$ cat src/rtl/add_share_arbiter.sv
// Round-robin arbiter that shares one WIDTH-bit adder between NREQ requesters.
// Each result lands in a one-entry output slot with valid/ready backpressure.
module add_share_arbiter #(
  parameter  int WIDTH = 32,
  parameter  int NREQ  = 4,
  localparam int IDW   = $clog2(NREQ)
) (
  input  logic                    clk,
  input  logic                    rst_n,
  input  logic [NREQ-1:0]         req_valid,
  input  logic [NREQ*WIDTH-1:0]   req_a,
  input  logic [NREQ*WIDTH-1:0]   req_b,
  output logic [NREQ-1:0]         req_ready,
  output logic                    resp_valid,
  input  logic                    resp_ready,
  output logic [IDW-1:0]          resp_id,
  output logic [WIDTH-1:0]        resp_sum,
  output logic                    resp_cout
);

  // Handshake rules:
  //  - A request i is consumed on a rising edge where req_valid[i] & req_ready[i].
  //  - A result is consumed on a rising edge where resp_valid & resp_ready.
  //  - req_ready is a combinational function of req_valid, resp_ready and the
  //    slot state, so requesters must not make req_valid depend on req_ready.
  //  - While resp_valid & !resp_ready the slot contents hold stable.

  logic [IDW-1:0]   ptr;
  logic [IDW-1:0]   gnt_idx;
  logic [IDW:0]     scan_idx;
  logic             found;
  logic             accept;
  logic             grant;
  logic [WIDTH-1:0] a_sel;
  logic [WIDTH-1:0] b_sel;
  logic [WIDTH:0]   sum_full;
  logic [IDW-1:0]   ptr_next;

  assign accept = !resp_valid || resp_ready;

  // Scan from ptr upwards with wrap; the extra index bit keeps the wrap exact
  // when NREQ is not a power of two.
  always_comb begin
    found    = 1'b0;
    gnt_idx  = '0;
    scan_idx = '0;
    for (int k = 0; k < NREQ; k++) begin
      scan_idx = {1'b0, ptr} + (IDW+1)'(k);
      if (scan_idx >= (IDW+1)'(NREQ)) begin
        scan_idx = scan_idx - (IDW+1)'(NREQ);
      end
      if (!found && req_valid[scan_idx[IDW-1:0]]) begin
        found   = 1'b1;
        gnt_idx = scan_idx[IDW-1:0];
      end
    end
  end

  assign grant     = rst_n && accept && found;
  assign req_ready = grant ? (NREQ'(1) << gnt_idx) : '0;

  always_comb begin
    a_sel = '0;
    b_sel = '0;
    for (int i = 0; i < NREQ; i++) begin
      if (gnt_idx == IDW'(i)) begin
        a_sel = req_a[i*WIDTH +: WIDTH];
        b_sel = req_b[i*WIDTH +: WIDTH];
      end
    end
  end

  assign sum_full = {1'b0, a_sel} + {1'b0, b_sel};
  assign ptr_next = (gnt_idx == IDW'(NREQ-1)) ? '0 : gnt_idx + IDW'(1);

  always_ff @(posedge clk or negedge rst_n) begin
    if (!rst_n) begin
      ptr        <= '0;
      resp_valid <= 1'b0;
      resp_id    <= '0;
      resp_sum   <= '0;
      resp_cout  <= 1'b0;
    end else if (grant) begin
      // A grant may coincide with a drain; the new result simply replaces it.
      ptr        <= ptr_next;
      resp_valid <= 1'b1;
      resp_id    <= gnt_idx;
      resp_sum   <= sum_full[WIDTH-1:0];
      resp_cout  <= sum_full[WIDTH];
    end else if (resp_ready) begin
      resp_valid <= 1'b0;
    end
  end

endmodule

$ cat config.mk
export PLATFORM = sky130hd
export DESIGN_NAME = add_share_arbiter
export DESIGN_NICKNAME = d
export VERILOG_FILES = /design/src/rtl/add_share_arbiter.sv
export SDC_FILE = /design/constraint.sdc
export NUM_CORES = 1
export LEC_CHECK = 0
export BUFFER_PORTS_ARGS = -buffer_cell sky130_fd_sc_hd__clkbuf_2
export CAP_MARGIN = 20
export CORE_AREA = 2 2 118 120
export DETAILED_ROUTE_END_ITERATION = 10
export DIE_AREA = 0 0 120 122
export PLACE_DENSITY = 0.83
export SYNTH_ARGS = -nofsm -noshare
export SYNTH_HDL_FRONTEND = slang
export SYNTH_SLANG_ARGS = --single-unit
$ cat constraint.sdc
create_clock -name clk -period 4.12 [get_ports clk]
set_clock_uncertainty 0.15 [all_clocks]
set_input_delay 0.412 -clock clk [delete_from_list [all_inputs] [get_ports clk]]
set_output_delay 0.412 -clock clk [all_outputs]
set_load 0.01 [all_outputs]
Yosys cells after proc, flatten, opt, wreduce, memory -nomap -nowiden
Index checks and enable logic that the tools add are counted.

storage, ports and cells
  bits in registers = 38
  output and inout bits = 40

operators by class
  add/sub/neg operators = 9
  $lt $le $gt $ge = 8
  eq/ne operators = 3
  shifts and indexed selects = 1
  multiplexer cells = 32
  reductions and logical operators = 12

operators by type and width
  operator               number
  $mux W32               8
  $add A32 B32 Y33       1
  $mux W2                9
  $lt A2 B3 Y1 const B   4
  $mux W1                10
  $ge A3 B3 Y1 const B   3
  $bmux W1 S2            4
  $sub A2 B1 Y2 const B  4
  $add A2 B2 Y3 const B  2
  $logic_and A1 B1 Y1    5
  $eq A2 B2 Y1 const B   2
  $logic_not A1 Y1       4
  $mux W4                1
  $shl A1 B2 Y4 const A  1
  $add A2 B1 Y3 const B  1
  $ge A2 B3 Y1 const B   1
  $add A2 B1 Y2 const B  1
  $eq A2 B1 Y1 const B   1
  $logic_not A2 Y1       1
  $reduce_bool A2 Y1     1
  $logic_or A1 B1 Y1     1

Depth between registers and ports, before layout
  word-level depth = 20
  gate-level depth with buffers = 23
  gate-level depth less buffers = 21

Worst setup path after synthesis
No wires, ideal clock.

  path type = reg-to-reg
  from = register ptr[1]
  to = register resp_sum[27]
  library setup time = 83 ps
  arrival = 3858 ps
  required time = 3887 ps
  path slack = 29 ps
  stages on the path, launching flop included = 19
  period minus slack after synthesis = 4091 ps
  path through = dfrtp_1 -> nand2b_1 -> a21oi_1 -> a211oi_1 -> ha_1 -> clkbuf_1 -> clkbuf_1 -> a21oi_1 -> nor2_1 -> a21oi_1 -> o21ai_0 -> ha_1 -> a21o_2 -> and4_2 -> o21ai_0 -> a211oi_1 -> or2_2 -> xnor2_1 -> o21ai_0

on the way
  longest elaborated chain between the ends = 20
  elaborated cells on any way between the ends = 51
  those cells by class = add/sub (8); order compare (4); eq/ne (3); mux (28); reduce/logical (8)

RTL lines
  what                                                    RTL line  source
  from (decl)                                             28        logic [IDW-1:0] ptr;
  from (signal assigned)                                  85        ptr <= ptr_next;
  branches (longest 13 deep; another with $add A2 B1 Y3)  n/a
  $mux W2 (*)                                             52        if (!found && req_valid[scan_idx[IDW-1:0]]) begin
  net gnt_idx[0]                                          29        logic [IDW-1:0] gnt_idx;
  $logic_not A2 Y1                                        66        if (gnt_idx == IDW'(i)) begin
  $mux W32 (4 in series)                                  66
  $add A32 B32 Y33 (*)                                    73        assign sum_full = {1'b0, a_sel} + {1'b0, b_sel};
  to (signal assigned)                                    88        resp_sum <= sum_full[WIDTH-1:0];
  to (decl)                                               17        output logic [WIDTH-1:0] resp_sum,

Mark *: on every way through the listed nets, which the timed path passes. The select of a mux whose other input is x is not followed.
A chain may end at the register's enable or synchronous reset.

Worst setup path in the final report
  from = register ptr[1]
  to = register resp_sum[24]

Same word-level chain as after synthesis.

==> out/summary.txt <==
post-synthesis register bit count = 38
die width = 120 microns
CTS clk-pin slew, worst paths = 0.06 ns
Syn. warnings = 0
max-slew violations = 0
Routed WL = 24600 microns
top cells by area, synth = dfrtp_1 17%, a21oi_1 16%, nand2_1 14%
Syn Std Cell Area = 5490 sq um
Crit. End Element = register
H-tree depth = 2
core area = 13500 sq um
CTS Hold Buffers Added = 0
period utilization = 0.999
Final nets = 1618
vias in the first global route = 7107
asr flop ratio synth = 1.00
hold crit path type = input port to async pin
root buffer cell = clkbuf_16
Die Y = 122 microns
clock sink total = 38
CP arrival = 4.09 ns
gr usage total = 0.303
Final setup violation count = 0
Worst Tran Pin Value = 0.948 ns
first-pass GRT wire length = 35300 microns
RSZ-0062 raised after global routing = true
syn_nets = 1222
crit path kind = register to register
Layout area overhead = 64.7%
Setup TNS = 0 ns
headroom to the max-slew limit = 0.368
run status = finished, final reports clean
Initial Util = 0.407
grt total ovfl = 0
M3 GR Usage = 0.0384
Synth cell types = 57
Finished Cell Area = 9040 sq um
placed cell area = 8000 sq um
syn avg cell area = 5.95 sq um
IO buf count = 302
Data required, critical path = 4.09 ns
Pre-antenna DRT Iters = 5
DIE AREA = 14600 sq um
largest net degree at the start of global routing = 56
initial antenna violation count = 1
total CTS buffers = 5
Vias = 8081
I/O pin count = 303
cell taking the most area after synthesis = dfrtp_1
number of remaining DRC errors = 0
Detail Route Antenna Nets = 0
P_leak = 4.51 nW
M1 GR Usage = 0.425
DR WL/cell = 16.4 microns
Max VDD drop = 0.308 mV
share of the synthesized area in the top cell type = 0.173
Placer Congestion = 1.04
met2 usage = 0.483
starting DRC count in detailed routing = 604
detailed placement HPWL = 19300 microns
Mapped Cells = 922
FMAX = 243 MHz
share of layout cells above drive strength 1 = 0.429
P per Cell Area = 774 nW/um^2
worst skew pair latency = 0.28 ns
global routing's busiest layer = met2
final period demand of the worst path = 4.11 ns
Seq/Total Area, Yosys = 0.173
MaxCap Viol Count = 0
Via density = 5.38
Final Hold Vio Count = 0
maximum fanout along the worst path = 6
Post-synth EDFFs = 0
row cnt = 43
CTS tree = done
Longest Clk Path Bufs = 2
crit start category = register
Main synth FF type = dfrtp_1
## cell type report
type	count	area, sq um
Sequential cell	38	952
Tap cell	180	225
Clock inverter	1	5.00
Multi-Input combinational cell	808	4700
Inverter	11	41.3
Timing Repair Buffer	454	2970
Clock buffer	7	143
Antenna cell	2	5.00
Fill cell	1216	4460
## final timing paths
path	start	slack [ns]	end	cells after the start
max in group asynchronous	rst_n	3.40	ptr[1]	2
min reg2reg	resp_sum[20]	0.32	resp_sum[20]	2
min	rst_n	0.06	ptr[0]	2
max reg2reg	ptr[1]	0.006	resp_sum[24]	20
min in group clk	rst_n	0.30	resp_valid	3
max	ptr[1]	0.006	resp_sum[24]	20
## state kept, by name, summed over array words and instances (netlist names)
| name | flops |
|---|---|
| resp_sum | 32 |
| ptr | 2 |
| resp_id | 2 |
| resp_cout | 1 |
| resp_valid | 1 |
## power by group
part	internal, W	switching (W)	total [W]
Sequential	0.000543	0.000104	0.000647
Combinational	0.00275	0.00322	0.00597
Clock	0.000240	0.000146	0.000386
## through the flow
stage	cells	util	power (W)	setup WS [ns]	hold WS [ns]
after global placement	1458	0.592	0.00552	-0.235	0.310
after CTS	1470	0.608	0.00605	0.00203	0.0792
after detailed placement	1458	0.592	0.00557	-0.255	0.320
after floorplan	922	-	0.00351	0.0294	-0.0336
after global routing	1500	0.670	0.00756	-0.151	0.115
final	1501	0.670	0.00700	0.00596	0.0635
## metal layers
layer	up-vias	part of all wire
li1	3976	-
met1	3641	0.43
met2	401	0.47
met3	63	0.075
met4	0	0.029
met5	-	0
## logic make-up after synthesis
group | synth area share
adder cells (fa/ha/maj) | 0.0857
multiplexers | 0.00182
AND/OR/NAND/NOR | 0.305
buffers and inverters | 0.0577
XOR/XNOR | 0.0399
AO/OA/AOI/OAI | 0.336
flip-flops | 0.173
## cell usage after synthesis (all sizes together) (10+ instances only)
cell type and number:
o21ai 116, nand3 13, inv 11, nand2 202, dfrtp 38, nor2 149, buf 11, a21oi 177
ha 36, clkbuf 53, xor2 16, o211ai 10, nand4 11
## critical path, cell delays in order, from the launching register on
cell	delay (ns)
dfrtp_2	0.45
mux2i_1	0.14
a211oi_2	0.27
inv_1	0.12
ha_4	0.22
buf_4	0.18
nand2_1	0.12
nor2_4	0.04
a21oi_1	0.14
nor2_1	0.09
a21oi_1	0.18
o21ai_1	0.11
ha_2	0.21
fa_2	0.38
a21oi_2	0.18
o211ai_1	0.16
nand4_1	0.14
nand3_2	0.16
a21oi_2	0.20
xor2_1	0.21
o21ai_0	0.10
## cells in the final DEF, fill, tap and decap left out, types with 12 or more instances in the layout
cell | synthesis | final
clkbuf_16 | 0 | 12
a21oi_1 | 177 | 145
ha_1 | 36 | 20
nor2_1 | 149 | 143
o21ai_0 | 112 | 72
buf_4 | 2 | 121
dfrtp_1 | 38 | 37
nand2_1 | 201 | 195
o21ai_1 | 3 | 32
a21oi_2 | 0 | 30
xor2_1 | 16 | 15
clkbuf_2 | 1 | 302
## what timing repair did
| action | 4_1_cts | 5_1_grt |
|---|---|---|
| gates cloned | 0 | 9 |
| setup buffers | 4 | 21 |
| setup endpoints to repair | 15 | 28 |
| pin swaps | 5 | 56 |
| resized for setup | 14 | 143 |
Note: power is estimated with default switching activity, not from simulation.
